File: src/rtl/const_expr_alu_if.sv
// Request/result handshake bundle for const_expr_alu: the master issues operator requests and
// takes results, the slave is the operator unit.
interface const_expr_alu_if #(
    parameter int W = 32
);
    logic         in_valid;
    logic         in_ready;
    logic [5:0]   in_op;
    logic [W-1:0] in_a;
    logic [W-1:0] in_b;
    logic         out_valid;
    logic         out_ready;
    logic [W-1:0] out_result;
    logic         out_bool;
    logic         out_err;

    modport master (
        output in_valid, in_op, in_a, in_b, out_ready,
        input  in_ready, out_valid, out_result, out_bool, out_err
    );

    modport slave (
        input  in_valid, in_op, in_a, in_b, out_ready,
        output in_ready, out_valid, out_result, out_bool, out_err
    );
endinterface

File: src/rtl/const_expr_alu.sv
// Sequential integer-expression operator unit: one opcode per valid/ready transaction.
// Optional macro CONST_EXPR_ALU_POW_EN builds the iterative ** (POW) path; otherwise op 15 errors.
module const_expr_alu #(
    parameter int W      = 32,
    parameter int DIV_IT = W
) (
    input  logic            clk,
    input  logic            rst,
    const_expr_alu_if.slave bus
);
    localparam int SW = $clog2(W);
    localparam int CW = $clog2(DIV_IT + 1);

    localparam logic [2:0] S_IDLE  = 3'd0;
    localparam logic [2:0] S_EXEC1 = 3'd1;
    localparam logic [2:0] S_DIV   = 3'd2;
    localparam logic [2:0] S_DONE  = 3'd4;
`ifdef CONST_EXPR_ALU_POW_EN
    localparam logic [2:0] S_POW   = 3'd3;
`endif

    logic [2:0]    state_q, state_d;
    logic [5:0]    op_q;
    logic [W-1:0]  a_q, b_q;
    logic [W-1:0]  x_q, y_q, z_q;   // div: quotient/remainder/divisor; pow: acc/base/exponent
    logic [CW-1:0] cnt_q;
    logic          neg_q, asg_q;
    logic [W-1:0]  res_q;
    logic          bool_q, err_q;

    logic signed [W-1:0] a_s, b_s;
    logic [W-1:0]  ex_res, mul_x, mul_y, mul_p, abs_a, abs_b, q_fix, r_fix;
    logic          ex_bool, ex_err, sh_big;
    logic [SW-1:0] sh;
    logic [W:0]    rem_sh, diff;

    assign a_s    = a_q;
    assign b_s    = b_q;
    assign sh     = b_q[SW-1:0];
    assign sh_big = (b_q[W-1:SW] != '0);
    assign abs_a  = bus.in_a[W-1] ? -bus.in_a : bus.in_a;
    assign abs_b  = bus.in_b[W-1] ? -bus.in_b : bus.in_b;

    // One shared multiplier: a*b in EXEC1, acc*base while iterating POW
`ifdef CONST_EXPR_ALU_POW_EN
    logic [W-1:0] sq_p;
    assign mul_x = (state_q == S_POW) ? x_q : a_q;
    assign mul_y = (state_q == S_POW) ? y_q : b_q;
    assign sq_p  = y_q * y_q;
`else
    assign mul_x = a_q;
    assign mul_y = b_q;
`endif
    assign mul_p = mul_x * mul_y;

    assign rem_sh = {y_q, x_q[W-1]};
    assign diff   = rem_sh - {1'b0, z_q};
    assign q_fix  = neg_q ? -x_q : x_q;
    assign r_fix  = asg_q ? -y_q : y_q;

    function automatic logic [W-1:0] bw(input logic v);
        bw = {{(W-1){1'b0}}, v};
    endfunction

    always_comb begin
        ex_res  = '0;
        ex_err  = 1'b0;
        ex_bool = (op_q inside {[6'd3:6'd9], [6'd16:6'd21], 6'd31, 6'd32});
        case (op_q)
            6'd0:  ex_res = a_q;
            6'd1:  ex_res = -a_q;
            6'd2:  ex_res = ~a_q;
            6'd3:  ex_res = bw(a_q == '0);
            6'd4:  ex_res = bw(&a_q);
            6'd5:  ex_res = bw(~&a_q);
            6'd6:  ex_res = bw(|a_q);
            6'd7:  ex_res = bw(~|a_q);
            6'd8:  ex_res = bw(^a_q);
            6'd9:  ex_res = bw(~^a_q);
            6'd10: ex_res = a_q + b_q;
            6'd11: ex_res = a_q - b_q;
            6'd12: ex_res = mul_p;
            6'd13: begin ex_res = '1;  ex_err = 1'b1; end
            6'd14: begin ex_res = a_q; ex_err = 1'b1; end
`ifdef CONST_EXPR_ALU_POW_EN
            // Only negative exponents reach EXEC1 for **
            6'd15: begin
                if (a_q == W'(1))   ex_res = W'(1);
                else if (a_q == '1) ex_res = b_q[0] ? '1 : W'(1);
                else if (a_q == '0) ex_err = 1'b1;
            end
`endif
            6'd16: ex_res = bw(a_q == b_q);
            6'd17: ex_res = bw(a_q != b_q);
            6'd18: ex_res = bw(a_s < b_s);
            6'd19: ex_res = bw(a_s <= b_s);
            6'd20: ex_res = bw(a_s > b_s);
            6'd21: ex_res = bw(a_s >= b_s);
            6'd22: ex_res = sh_big ? '0 : (a_q << sh);
            6'd23: ex_res = sh_big ? '0 : (a_q >> sh);
            6'd24: ex_res = sh_big ? {W{a_q[W-1]}} : W'(a_s >>> sh);
            6'd25: ex_res = a_q & b_q;
            6'd26: ex_res = ~(a_q & b_q);
            6'd27: ex_res = a_q | b_q;
            6'd28: ex_res = ~(a_q | b_q);
            6'd29: ex_res = a_q ^ b_q;
            6'd30: ex_res = ~(a_q ^ b_q);
            6'd31: ex_res = bw((a_q != '0) && (b_q != '0));
            6'd32: ex_res = bw((a_q != '0) || (b_q != '0));
            default: ex_err = 1'b1;
        endcase
    end

    always_comb begin
        state_d = state_q;
        case (state_q)
            S_IDLE: if (bus.in_valid) begin
                if ((bus.in_op == 6'd13 || bus.in_op == 6'd14) && bus.in_b != '0)
                    state_d = S_DIV;
`ifdef CONST_EXPR_ALU_POW_EN
                else if (bus.in_op == 6'd15 && !bus.in_b[W-1])
                    state_d = S_POW;
`endif
                else
                    state_d = S_EXEC1;
            end
            S_EXEC1: state_d = S_DONE;
            S_DIV:   if (cnt_q == '0) state_d = S_DONE;
`ifdef CONST_EXPR_ALU_POW_EN
            S_POW:   if (z_q == '0) state_d = S_DONE;
`endif
            S_DONE:  if (bus.out_ready) state_d = S_IDLE;
            default: state_d = S_IDLE;
        endcase
    end

    always_ff @(posedge clk) begin
        if (rst) begin
            state_q <= S_IDLE;
            op_q    <= '0;
            a_q     <= '0;
            b_q     <= '0;
            x_q     <= '0;
            y_q     <= '0;
            z_q     <= '0;
            cnt_q   <= '0;
            neg_q   <= 1'b0;
            asg_q   <= 1'b0;
            res_q   <= '0;
            bool_q  <= 1'b0;
            err_q   <= 1'b0;
        end else begin
            state_q <= state_d;
            case (state_q)
                S_IDLE: if (bus.in_valid) begin
                    op_q  <= bus.in_op;
                    a_q   <= bus.in_a;
                    b_q   <= bus.in_b;
                    neg_q <= bus.in_a[W-1] ^ bus.in_b[W-1];
                    asg_q <= bus.in_a[W-1];
                    cnt_q <= CW'(DIV_IT);
`ifdef CONST_EXPR_ALU_POW_EN
                    if (bus.in_op == 6'd15) begin
                        x_q <= W'(1);
                        y_q <= bus.in_a;
                        z_q <= bus.in_b;
                    end else
`endif
                    begin
                        x_q <= abs_a;
                        y_q <= '0;
                        z_q <= abs_b;
                    end
                end
                S_EXEC1: begin
                    res_q  <= ex_res;
                    bool_q <= ex_bool;
                    err_q  <= ex_err;
                end
                S_DIV: begin
                    if (cnt_q != '0) begin
                        // Restoring step: shift next dividend bit in, subtract if it fits
                        if (!diff[W]) begin
                            y_q <= diff[W-1:0];
                            x_q <= {x_q[W-2:0], 1'b1};
                        end else begin
                            y_q <= rem_sh[W-1:0];
                            x_q <= {x_q[W-2:0], 1'b0};
                        end
                        cnt_q <= cnt_q - CW'(1);
                    end else begin
                        res_q  <= (op_q == 6'd14) ? r_fix : q_fix;
                        bool_q <= 1'b0;
                        err_q  <= 1'b0;
                    end
                end
`ifdef CONST_EXPR_ALU_POW_EN
                S_POW: begin
                    if (z_q != '0) begin
                        if (z_q[0]) x_q <= mul_p;
                        y_q <= sq_p;
                        z_q <= z_q >> 1;
                    end else begin
                        res_q  <= x_q;
                        bool_q <= 1'b0;
                        err_q  <= 1'b0;
                    end
                end
`endif
                default: ;
            endcase
        end
    end

    assign bus.in_ready   = (state_q == S_IDLE);
    assign bus.out_valid  = (state_q == S_DONE);
    assign bus.out_result = res_q;
    assign bus.out_bool   = bool_q;
    assign bus.out_err    = err_q;
endmodule
File: src/flat_wrapper.sv
// flat-port wrapper written by rule: the top's interface ports become plain ports
module const_expr_alu_flat 
#(
    parameter int W      = 32,
    parameter int DIV_IT = W
)
  (clk, rst, bus_in_valid, bus_in_op, bus_in_a, bus_in_b, bus_out_ready, bus_in_ready, bus_out_valid, bus_out_result, bus_out_bool, bus_out_err);
  const_expr_alu_if #(.W(W)) bus_i ();
  input  logic clk;
  input  logic rst;
  input wire logic [$bits(bus_i.in_valid)-1:0] bus_in_valid;
  input wire logic [$bits(bus_i.in_op)-1:0] bus_in_op;
  input wire logic [$bits(bus_i.in_a)-1:0] bus_in_a;
  input wire logic [$bits(bus_i.in_b)-1:0] bus_in_b;
  input wire logic [$bits(bus_i.out_ready)-1:0] bus_out_ready;
  output wire logic [$bits(bus_i.in_ready)-1:0] bus_in_ready;
  output wire logic [$bits(bus_i.out_valid)-1:0] bus_out_valid;
  output wire logic [$bits(bus_i.out_result)-1:0] bus_out_result;
  output wire logic [$bits(bus_i.out_bool)-1:0] bus_out_bool;
  output wire logic [$bits(bus_i.out_err)-1:0] bus_out_err;
  assign bus_i.in_valid = bus_in_valid;
  assign bus_i.in_op = bus_in_op;
  assign bus_i.in_a = bus_in_a;
  assign bus_i.in_b = bus_in_b;
  assign bus_i.out_ready = bus_out_ready;
  assign bus_in_ready = bus_i.in_ready;
  assign bus_out_valid = bus_i.out_valid;
  assign bus_out_result = bus_i.out_result;
  assign bus_out_bool = bus_i.out_bool;
  assign bus_out_err = bus_i.out_err;
  const_expr_alu #(.W(W), .DIV_IT(DIV_IT)) u_core (.clk(clk), .rst(rst), .bus(bus_i));
endmodule
File: config.mk
export PLATFORM = sky130hd
export DESIGN_NAME = const_expr_alu_flat
export DESIGN_NICKNAME = d
export VERILOG_FILES = /design/src/rtl/const_expr_alu_if.sv /design/src/rtl/const_expr_alu.sv /design/src/flat_wrapper.sv
export SDC_FILE = /design/constraint.sdc
export NUM_CORES = 2
export LEC_CHECK = 0
export ABC_AREA = 1
export CAP_MARGIN = 5
export CORE_MARGIN = 4
export CORE_UTILIZATION = 35
export DETAILED_ROUTE_END_ITERATION = 12
export SLEW_MARGIN = 40
export SYNTH_ARGS = -nofsm -noshare
export SYNTH_HDL_FRONTEND = slang
export SYNTH_SLANG_ARGS = --single-unit
File: constraint.sdc
create_clock -name clk -period 8.8 [get_ports clk]
set_input_delay 0.88 -clock clk [delete_from_list [all_inputs] [get_ports clk]]
set_output_delay 0.88 -clock clk [all_outputs]
set_load 0.005 [all_outputs]
## After elaboration in Yosys (flattened, before gate mapping)

Cells that the tools add are included.

- Register bits after elaboration: 211
- Bits of input ports: 74

- Add/sub/neg operators: 9
- Multiply operators: 1
- $lt $le $gt $ge: 8
- Equal/unequal tests: 43
- Shifts and indexed selects: 3
- Multiplexer cells: 31
- Bitwise operators: 8
- Reductions and logical operators: 30

Operator list:

| operator | count |
|---|---|
| $pmux 32 s31 | 1 |
| $mux 32 | 14 |
| $pmux 32 s2 | 3 |
| $neg 32->32 | 5 |
| $not 32->32 | 4 |
| $eq 6x5->1 const B | 16 |
| $reduce_bool 32->1 | 3 |
| $eq 6x4->1 const B | 9 |
| $sub 33x32->33 | 1 |
| $add 32x32->32 | 1 |
| $and 32x32->32 | 1 |
| $eq 32x32->1 | 1 |
| $ge 32x32->1 | 1 |
| $gt 32x32->1 | 1 |
| $le 32x32->1 | 1 |
| $logic_not 32->1 | 1 |
| $lt 32x32->1 | 1 |
| $mul 32x32->32 | 1 |
| $ne 32x32->1 | 1 |
| $or 32x32->32 | 1 |
| $reduce_and 32->1 | 1 |
| $reduce_or 32->1 | 1 |
| $reduce_xnor 32->1 | 1 |
| $reduce_xor 32->1 | 1 |
| 40 further kinds | 62 |

## Depth between registers and ports, before layout

- Depth after elaboration: 6
- Depth in mapped cells: 40

## Worst setup path before layout

OpenSTA, ideal clock, no wires.

- Path type: register to register
- From: register u_core.b_q[2]
- To: register u_core.res_q[20] (netlist: u_core.bus.out_result[20])
- Setup time: 0.117 ns
- Arrival time: 7.333 ns
- Setup slack: 1.350 ns
- Stages on the path, launching flop included: 30
- Buffers on the path: 5
- Cells stage by stage: dfxtp_1 -> clkbuf_1 -> buf_2 -> clkbuf_1 -> clkbuf_1 -> clkbuf_1 -> nand2_1 -> inv_1 -> fa_1 -> fa_1 -> fa_1 -> inv_1 -> fa_1 -> inv_1 -> fa_1 -> fa_1 -> fa_1 -> fa_1 -> ha_1 -> a21oi_1 -> o21ai_0 -> a21oi_1 -> nand3_1 -> or2_2 -> nand3_1 -> o211ai_1 -> nor3_1 -> nand2_1 -> a21oi_1 -> nor2_1

- Longest elaborated chain between the ends: 4
- Elaborated cells on any way between the ends: 11

Ends and longest elaborated chain:

| element | RTL line | RTL |
|---|---|---|
| from (decl) | const_expr_alu.sv:24 | `logic [W-1:0] a_q, b_q;` |
| from (signal assigned) | const_expr_alu.sv:158 | `b_q <= bus.in_b;` |
| parallel branches: the longest is 2 deep, another holds $mul 32x32->32 | n/a |  |
| $pmux 32 s31 * | const_expr_alu.sv:69 | `case (op_q)` |
| $pmux 32 s2 * | const_expr_alu.sv:154 | `case (state_q)` |
| to (signal assigned) | const_expr_alu.sv:176 | `res_q <= ex_res;` |
| to (signal assigned) | const_expr_alu.sv:192 | `res_q <= (op_q == 6'd14) ? r_fix : q_fix;` |
| to (decl) | const_expr_alu.sv:28 | `logic [W-1:0] res_q;` |

Mark *: on every way between the ends.
A chain may end at the register's enable or synchronous reset.

## Final worst setup path

- From: register u_core.a_q[13]
- To: register u_core.res_q[30] (netlist: u_core.bus.out_result[30])

- Longest elaborated chain between the ends: 4
- Elaborated cells on any way between the ends: 12

Ends and longest elaborated chain:

| element | RTL line | RTL |
|---|---|---|
| from (decl) | const_expr_alu.sv:24 |  |
| from (signal assigned) | const_expr_alu.sv:157 | `a_q <= bus.in_a;` |
| parallel branches: the longest is 2 deep, another holds $mul 32x32->32 | n/a |  |
| $pmux 32 s31 * | const_expr_alu.sv:69 |  |
| $pmux 32 s2 * | const_expr_alu.sv:154 |  |

Marks and branches as above.

==> summary.md <==
| Metric | Value |
|---|---|
| Postcts setup bufs | `0` |
| Total Power | `5.94 mW` |
| Most frequent CP cell | `fa_1` |
| Cell count after placement | `7985` |
| Data required, critical path | `9360 ps` |
| Slowest library cell on the worst path | `dfxtp_1` |
| Root buffer cell | `clkbuf_16` |
| Hold Path Stages | `2` |
| Hold endpoint | `u_core.bus.out_bool` |
| Routed vias | `45756` |
| PortBufs | `109` |
| Starting Density | `0.352` |
| Vias in the first global route | `43989` |
| First-pass GRT wire length | `304 mm` |
| Cts hold-fix bufs | `0` |
| Worst r2r path cells | `22` |
| Leak pwr | `24.0 nW` |
| Largest net degree at the start of global routing | `78` |
| Post-route setup TNS | `0 ps` |
| Min cycle time layout | `8020 ps` |
| I/O Pins | `110` |
| Area leader, netlist | `fa_1` |
| # fillers | `12897` |
| CP max FO | `18` |
| CTS resizes | `0` |
| RR Endpoint | `u_core.bus.out_result[30]` |
| Setup WS pre-CTS | `1010 ps` |
| Post-route insts no fill | `8044` |
| Ranking of synthesized cells by area | `fa_1, nand2_1, inv_1` |
| Final Cycle Share | `0.912` |
| Cells after synthesis | `6557` |
| Pwr/cell area | `132 mW/mm^2` |
| Average routed wire per standard cell | `26.4 um` |
| Status | `complete, no violations` |
| Max-Cap Viols | `0` |
| Most common cell in the netlist | `nand2_1` |
| Count of final hold-check violations | `0` |
| PnR worst setup slack | `778 ps` |
| Type of the worst setup path | `reg -> reg` |
| Total track usage | `0.329` |
| CTS H-tree depth | `1` |
| Die Span X | `352 um` |
| DRC violations left | `0` |
| Core Region | `0.118 mm^2` |
| P&R area growth vs syn | `8.71%` |
| Critical Path Max Stage Delay | `700 ps` |
| Detailed Place HPWL | `172 mm` |
| Most frequent cells after synthesis | `nand2_1, inv_1, o21ai_0` |
| Synthesized flop and latch total | `209` |
| RSZ-0062 raised after global routing | `no` |
| Hold Crit Start | `u_core.bus.out_bool` |
| Post-synth EDFFs | `0` |
| Antenna Nets Post-Route | `0` |
| Post-synth cell types | `72` |
| Fin Clk Skew | `18.0 ps` |
| Final slew viol count | `0` |
| Starting DRT DRC Count | `5489` |
| Via-to-Cell Ratio | `5.69` |
| Post-Syn Area | `0.0415 mm^2` |
| Full die area | `0.124 mm^2` |
| Skew-Pair Late Insertion Delay | `630 ps` |
| TritonCTS Buffers | `31` |
| Setup violations, final | `0` |
| GRT overflow | `0` |
| CP arrival | `8580 ps` |
| Worst-Margin Slew | `952 ps` |
| Num rows | `126` |
| GP Congestion | `1.09` |
| TritonRoute pass-1 iters | `9` |
| Main synth FF type | `dfxtp_1` |
| Max Fclk | `125 MHz` |
| Mean post-synth cell area | `6.32 um^2` |
| Reg2reg setup slack | `780 ps` |
| Worst setup EP type | `register` |
| Crit path launch type | `register` |
| Total wire length | `213 mm` |
| Clk slew on worst S/H paths | `60 ps` |
| CTS Sinks | `209` |
| CP Cell Sequence | `buf_4 > ha_1 > fa_1 > fa_1 > inv_1 > fa_1 > fa_1 > inv_1 > fa_1 > fa_1 > fa_1 > fa_1 > ha_1 > nand2_1 > nor3_1 > inv_1 > o221a_2 > nand3_1 > nand3_1 > nand4_1 > nand2_1 > a21oi_1` |
| Asr flop ratio synth | `0` |
| Clock tree buffer depth | `3` |
| Post-synth top area share | `0.198` |
| Sequential area share after synthesis | `0.101` |
| Slew HR | `0.359` |
| Synthesized Nets | `7332` |
| Max IR drop VDD | `0.148 mV` |
| R2R Path Start | `u_core.a_q[13]` |
| Die H | `352 um` |
| Yosys warning count | `0` |
| CTS tree | `built` |
| Share of cells above drive strength 1 | `0.0426` |
| Worst Hold Class | `reg -> reg` |
| Antenna violations before repair | `11` |
| Nets | `7258` |
cells by family after synthesis:
group	Yosys count	share of synthesized area
muxes	16	0.00386
adders and majority gates	701	0.286
xor gates and xnor gates	79	0.0167
DFF	209	0.101
and+or+nand+nor	2604	0.262
AOI/OAI and AO/OA	1348	0.183
buffers and inverters	1600	0.148
worst max-delay path by stage:
stage | startpoint | endpoint
global route | u_core.a_q[9] | u_core.bus.out_result[30]
floorplan | u_core.b_q[2] | u_core.bus.out_result[20]
detailed placement | u_core.a_q[13] | u_core.bus.out_result[30]
global placement | u_core.a_q[13] | u_core.bus.out_result[30]
finish | u_core.a_q[13] | u_core.bus.out_result[30]
CTS | u_core.a_q[13] | u_core.bus.out_result[30]
registers in the layout (all words and copies together), names as in the netlist:
name / cells
u_core.b_q: 31
u_core.a_q: 32
u_core.state_q: 3
u_core.op_q: 6
u_core.neg_q: 1
u_core.bus.out_err: 1
u_core.bus.out_result: 32
u_core.cnt_q: 6
u_core.bus.out_bool: 1
u_core.x_q: 32
u_core.y_q: 32
u_core.z_q: 32
per-layer routing:
metal / routed length [um] / vias up / GRT usage
li1: - / 20677 / -
met1: 83400 / 21850 / 0.413
met2: 93100 / 2573 / 0.526
met3: 19600 / 646 / 0.0619
met4: 16500 / 10 / 0.201
met5: 60 / - / 0
placed cells by master (no fill, tap or decap), drive strengths merged, types with 22 or more instances in the layout:
| cell type | count |
|---|---|
| buf | 114 |
| clkdlybuf4s50 | 107 |
| nand3 | 315 |
| xor2 | 38 |
| nor4 | 31 |
| nand4 | 87 |
| o211ai | 52 |
| inv | 1267 |
| a31oi | 36 |
| dfxtp | 209 |
| xnor2 | 41 |
| o21ai | 537 |
| ha | 290 |
| a21oi | 476 |
| a21o | 22 |
| fa | 411 |
| nand2 | 1650 |
| nor3 | 80 |
| nor2 | 410 |
| clkbuf | 44 |
| o221ai | 30 |
| o22ai | 64 |
area by class of cell:
class	instances	area (um^2)	area share
repair buffers	222	1950	0.0432
multi-input cells	4748	31200	0.692
clock inverters	12	153	0.00339
well taps	1536	1920	0.0426
flip-flops and latches	209	4210	0.0933
inverters	1271	4770	0.106
diodes	3	7.51	0.000167
clock buffers	43	881	0.0195
power by group:
group | total (mW) | internal, mW | switching (mW)
sequential | 1.21 | 1.02 | 0.194
combinational | 3.39 | 1.06 | 2.34
clock | 1.33 | 0.779 | 0.550
critical path: cells and delay by family (launching register included):
kind	cells	cell delay [ps]
adder cells (fa/ha/maj)	10	4830
flip-flops	1	700
AND/OR/NAND/NOR	6	1320
buffers and inverters	4	620
AO/OA/AOI/OAI	2	470
through the flow:
stage / area, um^2 / hold WS [ps] / utilization
floorplan: 41500 / 445 / -
global placement: 44000 / 453 / 0.373
detailed placement: 44000 / 464 / 0.373
CTS: 45100 / 473 / 0.382
global route: 45100 / 495 / 0.382
finish: 45100 / 472 / 0.382
No activity file was read; power rests on OpenSTA's default activity.
